<file path="src/rtl/alu8_rr_sched_pkg.sv">
// ============================================================================
// Module : alu8_pkg
// Brief  : Shared opcodes, FSM states and round-robin helpers for alu8_rr_sched.
// Rev    : 1.0  initial release
// ============================================================================
`default_nettype none

package alu8_pkg;

  localparam int N_REQ = 4;

  localparam logic [1:0] OP_AND = 2'b00;
  localparam logic [1:0] OP_OR  = 2'b01;
  localparam logic [1:0] OP_XOR = 2'b10;
  localparam logic [1:0] OP_ADD = 2'b11;

  typedef enum logic [1:0] {
    S_IDLE = 2'd0,
    S_EXEC = 2'd1,
    S_RESP = 2'd2
  } state_t;

  // Walks from the farthest candidate back to ptr so the nearest set bit wins.
  function automatic logic [1:0] rr_pick(input logic [N_REQ-1:0] req,
                                         input logic [1:0]       ptr);
    logic [1:0] idx;
    logic [1:0] cand;
    idx = ptr;
    for (int k = N_REQ - 1; k >= 0; k--) begin
      cand = ptr + 2'(k);
      if (req[cand]) idx = cand;
    end
    return idx;
  endfunction

  function automatic logic [N_REQ-1:0] onehot(input logic [1:0] idx);
    return N_REQ'(1) << idx;
  endfunction

endpackage

`default_nettype wire

</file>
<file path="src/rtl/alu8_rr_sched_if.sv">
// ============================================================================
// Module : alu8_rr_sched_if
// Brief  : Requester-side bus of the shared 8-bit ALU scheduler.
// Rev    : 1.0  initial release
// ============================================================================
`default_nettype none

interface alu8_rr_sched_if;
  import alu8_pkg::*;

  logic [N_REQ-1:0]   req;
  logic [2*N_REQ-1:0] op;
  logic [8*N_REQ-1:0] a;
  logic [8*N_REQ-1:0] b;
  logic [N_REQ-1:0]   gnt;
  logic [N_REQ-1:0]   ack;
  logic [7:0]         f;
  logic               cout;
  logic               busy;

  modport master (
    output req, op, a, b,
    input  gnt, ack, f, cout, busy
  );

  modport slave (
    input  req, op, a, b,
    output gnt, ack, f, cout, busy
  );

endinterface

`default_nettype wire

</file>
<file path="src/rtl/alu8_rr_sched_core.sv">
// ============================================================================
// Module : alu8_core (+ 8-bit gate/adder/mux library cells)
// Brief  : Combinational AND/OR/XOR/ADD datapath assembled from library cells.
// Rev    : 1.0  initial release
// ============================================================================
`default_nettype none

module and8b (
  input  wire logic [7:0] a,
  input  wire logic [7:0] b,
  output logic      [7:0] y
);
  assign y = a & b;
endmodule

module or8b (
  input  wire logic [7:0] a,
  input  wire logic [7:0] b,
  output logic      [7:0] y
);
  assign y = a | b;
endmodule

module xor8b (
  input  wire logic [7:0] a,
  input  wire logic [7:0] b,
  output logic      [7:0] y
);
  assign y = a ^ b;
endmodule

module adder8b (
  input  wire logic [7:0] a,
  input  wire logic [7:0] b,
  output logic      [7:0] s,
  output logic            co
);
  assign {co, s} = {1'b0, a} + {1'b0, b};
endmodule

module mux8_4to1b (
  input  wire logic [7:0] d0,
  input  wire logic [7:0] d1,
  input  wire logic [7:0] d2,
  input  wire logic [7:0] d3,
  input  wire logic [1:0] sel,
  output logic      [7:0] y
);
  always_comb begin
    y = d0;
    case (sel)
      2'd0:    y = d0;
      2'd1:    y = d1;
      2'd2:    y = d2;
      default: y = d3;
    endcase
  end
endmodule

module alu8_core
  import alu8_pkg::*;
(
  input  wire logic [7:0] a,
  input  wire logic [7:0] b,
  input  wire logic [1:0] op,
  output logic      [7:0] f,
  output logic            cout
);

  logic [7:0] w_and;
  logic [7:0] w_or;
  logic [7:0] w_xor;
  logic [7:0] w_sum;
  logic       w_co;

  and8b   u_and (.a(a), .b(b), .y(w_and));
  or8b    u_or  (.a(a), .b(b), .y(w_or));
  xor8b   u_xor (.a(a), .b(b), .y(w_xor));
  adder8b u_add (.a(a), .b(b), .s(w_sum), .co(w_co));

  // Mux inputs follow the opcode encoding so op drives sel directly.
  mux8_4to1b u_mux (
    .d0 (w_and),
    .d1 (w_or),
    .d2 (w_xor),
    .d3 (w_sum),
    .sel(op),
    .y  (f)
  );

  assign cout = (op == OP_ADD) ? w_co : 1'b0;

endmodule

`default_nettype wire

</file>
<file path="src/rtl/alu8_rr_sched.sv">
// ============================================================================
// Module : alu8_rr_sched
// Brief  : Round-robin time-sharing of one 8-bit ALU between four requesters.
// Rev    : 1.0  initial release
// ============================================================================
`default_nettype none

module alu8_rr_sched
  import alu8_pkg::*;
#(
  parameter int EXEC_CYCLES = 1,
  parameter int PRIO_RESET  = 0
) (
  input wire logic   clk,
  input wire logic   rst,
  alu8_rr_sched_if.slave bus
);

  localparam logic [1:0] c_ptr_rst  = 2'(PRIO_RESET);
  localparam logic [3:0] c_cnt_load = 4'(EXEC_CYCLES - 1);

  state_t           r_state;
  logic [1:0]       r_ptr;
  logic [1:0]       r_idx;
  logic [1:0]       r_op;
  logic [7:0]       r_a;
  logic [7:0]       r_b;
  logic [3:0]       r_cnt;
  logic [N_REQ-1:0] r_gnt;
  logic [N_REQ-1:0] r_ack;
  logic [7:0]       r_f;
  logic             r_cout;

  logic [1:0]       w_pick;
  logic [7:0]       w_f;
  logic             w_cout;

  assign w_pick = rr_pick(bus.req, r_ptr);

  // The core only ever sees latched operands, so late bus changes cannot leak in.
  alu8_core u_core (
    .a   (r_a),
    .b   (r_b),
    .op  (r_op),
    .f   (w_f),
    .cout(w_cout)
  );

  always_ff @(posedge clk or posedge rst) begin
    if (rst) begin
      r_state <= S_IDLE;
      r_ptr   <= c_ptr_rst;
      r_idx   <= 2'd0;
      r_op    <= OP_AND;
      r_a     <= 8'h00;
      r_b     <= 8'h00;
      r_cnt   <= 4'd0;
      r_gnt   <= '0;
      r_ack   <= '0;
      r_f     <= 8'h00;
      r_cout  <= 1'b0;
    end else begin
      case (r_state)
        S_IDLE: begin
          if (|bus.req) begin
            r_idx   <= w_pick;
            r_op    <= bus.op[{w_pick, 1'b0} +: 2];
            r_a     <= bus.a[{w_pick, 3'b000} +: 8];
            r_b     <= bus.b[{w_pick, 3'b000} +: 8];
            r_gnt   <= onehot(w_pick);
            r_cnt   <= c_cnt_load;
            r_state <= S_EXEC;
          end
        end
        S_EXEC: begin
          if (r_cnt != 4'd0) begin
            r_cnt <= r_cnt - 4'd1;
          end else begin
            r_f     <= w_f;
            r_cout  <= w_cout;
            r_ack   <= onehot(r_idx);
            r_state <= S_RESP;
          end
        end
        S_RESP: begin
          r_ack   <= '0;
          r_gnt   <= '0;
          r_ptr   <= r_idx + 2'd1;
          r_state <= S_IDLE;
        end
        default: begin
          r_state <= S_IDLE;
        end
      endcase
    end
  end

  assign bus.gnt  = r_gnt;
  assign bus.ack  = r_ack;
  assign bus.f    = r_f;
  assign bus.cout = r_cout;
  assign bus.busy = (r_state != S_IDLE);

endmodule

`default_nettype wire
</file>
<file path="src/flat_wrapper.sv">
// flat-port wrapper written by rule: the top's interface ports become plain ports
module alu8_rr_sched_flat import alu8_pkg::*;
#(
  parameter int EXEC_CYCLES = 1,
  parameter int PRIO_RESET  = 0
)
  (clk, rst, bus_req, bus_op, bus_a, bus_b, bus_gnt, bus_ack, bus_f, bus_cout, bus_busy);
  alu8_rr_sched_if bus_i ();
  input wire logic clk;
  input wire logic rst;
  input wire logic [$bits(bus_i.req)-1:0] bus_req;
  input wire logic [$bits(bus_i.op)-1:0] bus_op;
  input wire logic [$bits(bus_i.a)-1:0] bus_a;
  input wire logic [$bits(bus_i.b)-1:0] bus_b;
  output wire logic [$bits(bus_i.gnt)-1:0] bus_gnt;
  output wire logic [$bits(bus_i.ack)-1:0] bus_ack;
  output wire logic [$bits(bus_i.f)-1:0] bus_f;
  output wire logic [$bits(bus_i.cout)-1:0] bus_cout;
  output wire logic [$bits(bus_i.busy)-1:0] bus_busy;
  assign bus_i.req = bus_req;
  assign bus_i.op = bus_op;
  assign bus_i.a = bus_a;
  assign bus_i.b = bus_b;
  assign bus_gnt = bus_i.gnt;
  assign bus_ack = bus_i.ack;
  assign bus_f = bus_i.f;
  assign bus_cout = bus_i.cout;
  assign bus_busy = bus_i.busy;
  alu8_rr_sched #(.EXEC_CYCLES(EXEC_CYCLES), .PRIO_RESET(PRIO_RESET)) u_core (.clk(clk), .rst(rst), .bus(bus_i));
endmodule
</file>
<file path="config.mk">
export PLATFORM = sky130hd
export DESIGN_NAME = alu8_rr_sched_flat
export DESIGN_NICKNAME = d
export VERILOG_FILES = /design/src/rtl/alu8_rr_sched_pkg.sv /design/src/rtl/alu8_rr_sched_if.sv /design/src/rtl/alu8_rr_sched_core.sv /design/src/rtl/alu8_rr_sched.sv /design/src/flat_wrapper.sv
export SDC_FILE = /design/constraint.sdc
export NUM_CORES = 1
export LEC_CHECK = 0
export ABC_AREA = 1
export CAP_MARGIN = 20
export CORE_MARGIN = 2
export CORE_UTILIZATION = 35
export CTS_CLUSTER_DIAMETER = 80
export DETAILED_ROUTE_END_ITERATION = 8
export GPL_ROUTABILITY_DRIVEN = 1
export PLACE_DENSITY = 0.67
export SKIP_CTS_REPAIR_TIMING = 1
export SLEW_MARGIN = 10
export SYNTH_ARGS = -nofsm -noshare
export SYNTH_HDL_FRONTEND = slang
export SYNTH_SLANG_ARGS = --single-unit
</file>
<file path="constraint.sdc">
create_clock -name clk -period 2.4 [get_ports clk]
set_input_delay 0.48 -clock clk [delete_from_list [all_inputs] [get_ports clk]]
set_output_delay 0.48 -clock clk [all_outputs]
set_load 0.1 [all_outputs]
</file>
-- After elaboration in Yosys (flattened, before gate mapping)
Index checks and enable logic that the tools add are counted.
- register bits after elaboration: 45
- bits of input ports: 78
- output and inout bits: 18
- word-level logic and storage cells: 76
- add/subtract/negate cells: 6
- $lt $le $gt $ge: 4
- equal/unequal tests: 8
- shift-type cells: 5
- mux-type cells: 24
- bitwise operators: 4
- reductions and logical operators: 14
- operators by type and width (cell ; number):
    variable part select 32 x 6 -> 8 bit ; 2
    one-hot mux 4 bit (2 select lines) ; 3
    one-hot mux 8 bit (3 select lines) ; 1
    two-way mux 4 bit ; 4
    less-than comparator 2 x 3 -> 1 bit, second input constant ; 4
    two-way mux 2 bit ; 6
    AND reduction 2 bit ; 5
    adder 8 x 8 -> 9 bit ; 1
    bitwise AND 8 bit ; 1
    binary-select mux 1 bit (select 2 bit) ; 4
    OR 8 bit ; 1
    nonzero test 2 bit ; 4
    variable part select 8 x 4 -> 2 bit ; 1
    left shift 1 x 2 -> 4 bit, first input constant ; 2
    bitwise XOR 8 bit ; 1
    equality test 2 bit, second input constant ; 3
    two-way mux 1 bit ; 5
    adder 2 x 1 -> 2 bit, second input constant ; 2
    adder 2 bit, second input constant ; 2
    equality test 2 x 1 -> 1 bit, second input constant ; 2
    logical NOT 2 bit ; 2
    != test 2 x 1 -> 1 bit, second input constant ; 2
    one-hot mux 2 bit (2 select lines) ; 1
    nonzero test 4 bit ; 1
    other kinds (5) ; 5

-- Logic depth before layout (Yosys ltp)
- depth after elaboration: 10
- gate-level depth with buffers: 15

-- Hierarchy
Synthesis repeated with hierarchy kept, for this count alone.
- cell total of the unflattened synthesis: 624
- area, all modules: 3807.4 um^2
- by module, submodules not included (module ; times used ; cells an instance ; area each (um^2) ; seq. area each (um^2)):
    alu8_rr_sched ; 1 ; 435 ; 2852.7 ; 1126.1
    adder8b ; 1 ; 59 ; 376.6 ; 0.0
    mux8_4to1b ; 1 ; 47 ; 264.0 ; 0.0
    xor8b ; 1 ; 40 ; 150.1 ; 0.0
    or8b ; 1 ; 24 ; 90.1 ; 0.0
    and8b ; 1 ; 16 ; 60.1 ; 0.0
    alu8_core ; 1 ; 3 ; 13.8 ; 0.0

-- Least setup slack after synthesis
Ideal clock, no wire load.
- path type: flip-flop to flip-flop
- start: reg u_core.r_state[1]
- end: reg u_core.r_b[1]
- arrival time: 1.865 ns
- path slack: 0.418 ns
- stages on the path, launching flop included: 7
- path buffers: 1
- path through: dfrtp_1 > or2_2 > nor2_1 > clkinv_1 > dlymetal6s2s_1 > nand2_1 > nand2_1
- word-level cells in the longest chain between the ends: 2
- RTL lines (what ; RTL line ; RTL):
    from (decl) ; alu8_rr_sched.sv:22 ; state_t r_state;
    from (signal assigned) ; alu8_rr_sched.sv:51 ; r_state <= S_IDLE;
    from (signal assigned) ; alu8_rr_sched.sv:72 ; r_state <= S_EXEC;
    from (signal assigned) ; alu8_rr_sched.sv:82 ; r_state <= S_RESP;
    logical NOT 2 bit ; alu8_rr_sched.sv:63 ; case (r_state)
    AND reduction 2 bit (no line) ; n/a ;
    to (signal assigned) ; alu8_rr_sched.sv:69 ; r_b <= bus.b[{w_pick, 3'b000} +: 8];
    to (decl) ; alu8_rr_sched.sv:27 ; logic [7:0] r_b;
Every way passes these cells.
A chain may end at the register's enable or synchronous reset.

-- Worst setup path in the final report
- start: in bus_req[3]
- end: reg u_core.r_a[3]
- word-level cells in the longest chain between the ends: 7
- RTL lines (what ; RTL line ; RTL):
    from (decl) ; flat_wrapper.sv:11 ; input wire logic [$bits(bus_i.req)-1:0] bus_req;
    binary-select mux 1 bit (select 2 bit) ; alu8_rr_sched_pkg.sv:31 ; if (req[cand]) idx = cand;
    two-way mux 1 bit (implied by the code) ; alu8_rr_sched_pkg.sv:31 ;
    two-way mux 2 bit (4 in series) ; alu8_rr_sched_pkg.sv:31 ;
    variable part select 32 x 6 -> 8 bit ; alu8_rr_sched.sv:68 ; r_a <= bus.a[{w_pick, 3'b000} +: 8];
    to (signal assigned) ; alu8_rr_sched.sv:68 ;
    to (decl) ; alu8_rr_sched.sv:26 ; logic [7:0] r_a;
Parallel ways exist; a longest one is shown, timed or not. The select of a mux whose other input is x is not followed.

==> impl_metrics.yaml <==
run_status:
  outcome: "finished clean"
route:
  ant_nets: 0
  drt-vias-per-instance: 4.81
  routedWlPerCell_um: 12.5
  drc: 0
  num_vias: 3366
  drt_first_iter_violations: 184
  drt_first_pass_iters: 5
  detailed_route_wire_length_um: 8740
floorplan:
  initial_core_util_pct: 35.7
  die-area_sq_mm: 0.0106
  io_pins: 96
  die_w_um: 103
  core.rowCount: 36
  chipHeight_um: 103
  floorplan.core_area_sq_mm: 0.00964
critical_path:
  worst_ep_required_time_ps: 2590
  critPathLaunch: "bus_req[3]"
  timing.reg2reg.worst_path_depth: 12
  cp_depth: 14
  rr_startpoint: "u_core.r_a[0]"
  setup.worst_path.end_class: "flip-flop"
  timing.critical_path.max_delay_family: "simple AND/OR/NAND/NOR gates"
  crit_arrival_ps: 2240
  crit_chain: "clkdlybuf4s50_1 > inv_1 > o21ai_1 > nand2_1 > nand2_1 > inv_2 > nand2_2 > nand2_2 > nand2_2 > nand2_2 > nand2_1 > nand3_1 > nand3_1 > nand2_1"
  capturing_instance_or_port_of_the_critical_path: "u_core.r_a[3]"
  crit_path_start_kind: "input pin"
  critical_path.max_stage_delay_ps: 470
  crit_path_top_delay_cell: "sky130_fd_sc_hd__clkdlybuf4s50_1"
  reg2reg_slack_ps: 450
  critPathMaxFanout: 19
  worstPathBufferInverterCount: 3
  r2r-end: "u_core.bus.cout"
  critical_path_class: "input pin to flip-flop"
cts:
  clk_latency_ps: 300
  clock-sinks: 45
  cts_tree: "built"
  ctsHtreeMaxLevel: 2
  cts-root-to-sink-buffers: 2
  worst_setup_hold_path_clk_slew_ps: 90
  cts_buffers: 5
  cts.root.buffer_cell: "sky130_fd_sc_hd__clkbuf_8"
synth:
  synth_cell_types: 33
  yosysTopAreaCell: "sky130_fd_sc_hd__dfrtp_1"
  syn-mean-instance-area_sq_um: 7.22
  postSynthNetCount: 577
  dominantRegCellSynth: "sky130_fd_sc_hd__dfrtp_1"
  async_flop_share_pct: 100
  synth.yosys.seq_area_share_pct: 32.8
  synth_seq_cells: 45
  netlist_area_before_placement_sq_mm: 0.00344
  synth_most_common_cell: "sky130_fd_sc_hd__nand3_1"
  netlist.area_leader.share_pct: 32.8
  synth_cells: 476
  yosysWarningCount: 0
  count_of_flip_flops_with_a_built_in_enable_after_synthesis: 0
  synth.top_cells.by_area: "sky130_fd_sc_hd__dfrtp_1 33%, sky130_fd_sc_hd__nand3_1 18%, sky130_fd_sc_hd__nand2_1 14%"
  list_of_most_frequent_post_synthesis_cells: "127 x sky130_fd_sc_hd__nand3_1, 126 x sky130_fd_sc_hd__nand2_1, 47 x sky130_fd_sc_hd__inv_1"
timing:
  finalSetupViolCount: 0
  worst_pin_slew_ps: 564
  timing.final.hold_violations: 0
  final_max_slew_viol_count: 0
  post-route-period-util_pct: 85.4
  setup_repair_after_global_routing_missed_its_margin: "no"
  relative_slew_slack_pct: 62.4
  finalWorstPathRequiredPeriod_ps: 2050
  clock_skew_ps: 11.3
  timing.setup.tns_ps: 0
  max_clock_freq_mhz: 488
placed_design:
  post_dp_hpwl_um: 6790
  port_buffers: 95
  final_replace_weighted_congestion: 0.880
  postPlaceCellArea_sq_mm: 0.00437
finish:
  postLayoutCellArea_sq_mm: 0.00448
  layout.nets: 667
  share_of_the_core_filled_with_cells_in_the_final_layout_pct: 46.5
  drive_gt1_share_pct: 8.29
  synthesis_to_layout_area_growth_pct: 30.5
  antennaDiodeCount: 0
grt:
  initial_antenna_violation_count: 0
  grt_start_max_net_pins: 46
  grt_pass1_vias: 3206
  grt_remaining_overflow: 0
  first_pass_grt_wire_length_um: 14700
  grt_use_total_pct: 17.0
flow_run:
  drv.max_cap_violation_count: 0
hold_path:
  timing.hold.worst.class: "flip-flop to flip-flop"
==> state kept, by name (all words and copies together) (netlist names) <==
register,cells
u_core.r_state,2
u_core.bus.ack,4
u_core.r_a,8
u_core.bus.f,8
u_core.r_idx,2
u_core.r_ptr,2
u_core.r_op,2
u_core.bus.cout,1
u_core.bus.gnt,4
u_core.r_cnt,4
u_core.r_b,8
==> metal layers <==
| layer | part of all wire, % | up-vias | global-route usage, % | wire length [um] |
|---|---|---|---|---|
| met3 | 6.2 | 2 | 2.98 | 543 |
| met2 | 45 | 116 | 28.0 | 3900 |
| met5 | 0 | - | 0 | 0 |
| met4 | 0.39 | 0 | 3.54 | 34 |
| li1 | - | 1752 | - | - |
| met1 | 49 | 1496 | 23.6 | 4260 |
==> final cells by class <==
type                       instances  area (sq um)
clock buffer                       5          68.8
clock inverter                     3          46.3
fill                             994          5150
inverter                          50           188
multi-input combinational        358          1850
sequential                        45          1130
tap                              133           166
timing repair buffer             106          1040
==> worst min-delay path: cells and delay by family (launching register included) <==
family | cells | cell delay, ps
simple gates | 2 | 110
flops | 1 | 360
==> cells by family after synthesis <==
logic type                 after synthesis  synth area share, %
AOI/OAI and AO/OA                       44                 7.03
xor gates and xnor gates                 4                 1.02
adders and majority gates               23                 8.59
buffers and inverters                   73                 13.4
DFF                                     45                 32.8
and+or+nand+nor                        287                 37.2
==> metrics by stage <==
step	setup WS, ps	hold slack [ps]	cells
finish	350	490	700
global route	166	520	700
CTS	369	494	700
detailed placement	44.4	469	692
global placement	111	481	692
floorplan	418	474	476
==> layout by cell type (no fill, tap or decap), drive strengths merged, types with 5 or more instances in the layout <==
| master | netlist | routed |
|---|---|---|
| o21ai | 21 | 21 |
| buf | 15 | 29 |
| ha | 22 | 22 |
| nand2 | 131 | 131 |
| nand3 | 129 | 129 |
| clkdlybuf4s50 | 0 | 77 |
| dfrtp | 45 | 45 |
| inv | 49 | 48 |
| a21oi | 14 | 14 |
| clkbuf | 7 | 5 |
| nor2 | 19 | 19 |
==> worst min path at each step <==
stage,endpoint,from,cells after the start,slack [ps]
after global routing,u_core.bus.f[0],u_core.bus.f[0],2,520
after floorplan,u_core.r_a[7],u_core.r_a[7],2,470
after detailed placement,u_core.bus.cout,u_core.bus.cout,2,470
after CTS,u_core.bus.cout,u_core.bus.cout,2,490
after global placement,u_core.bus.cout,u_core.bus.cout,2,480
final,u_core.bus.cout,u_core.bus.cout,2,490
Power is not shown: default switching activity piles up to over one toggle a cycle in this logic, so the estimate is an artifact.
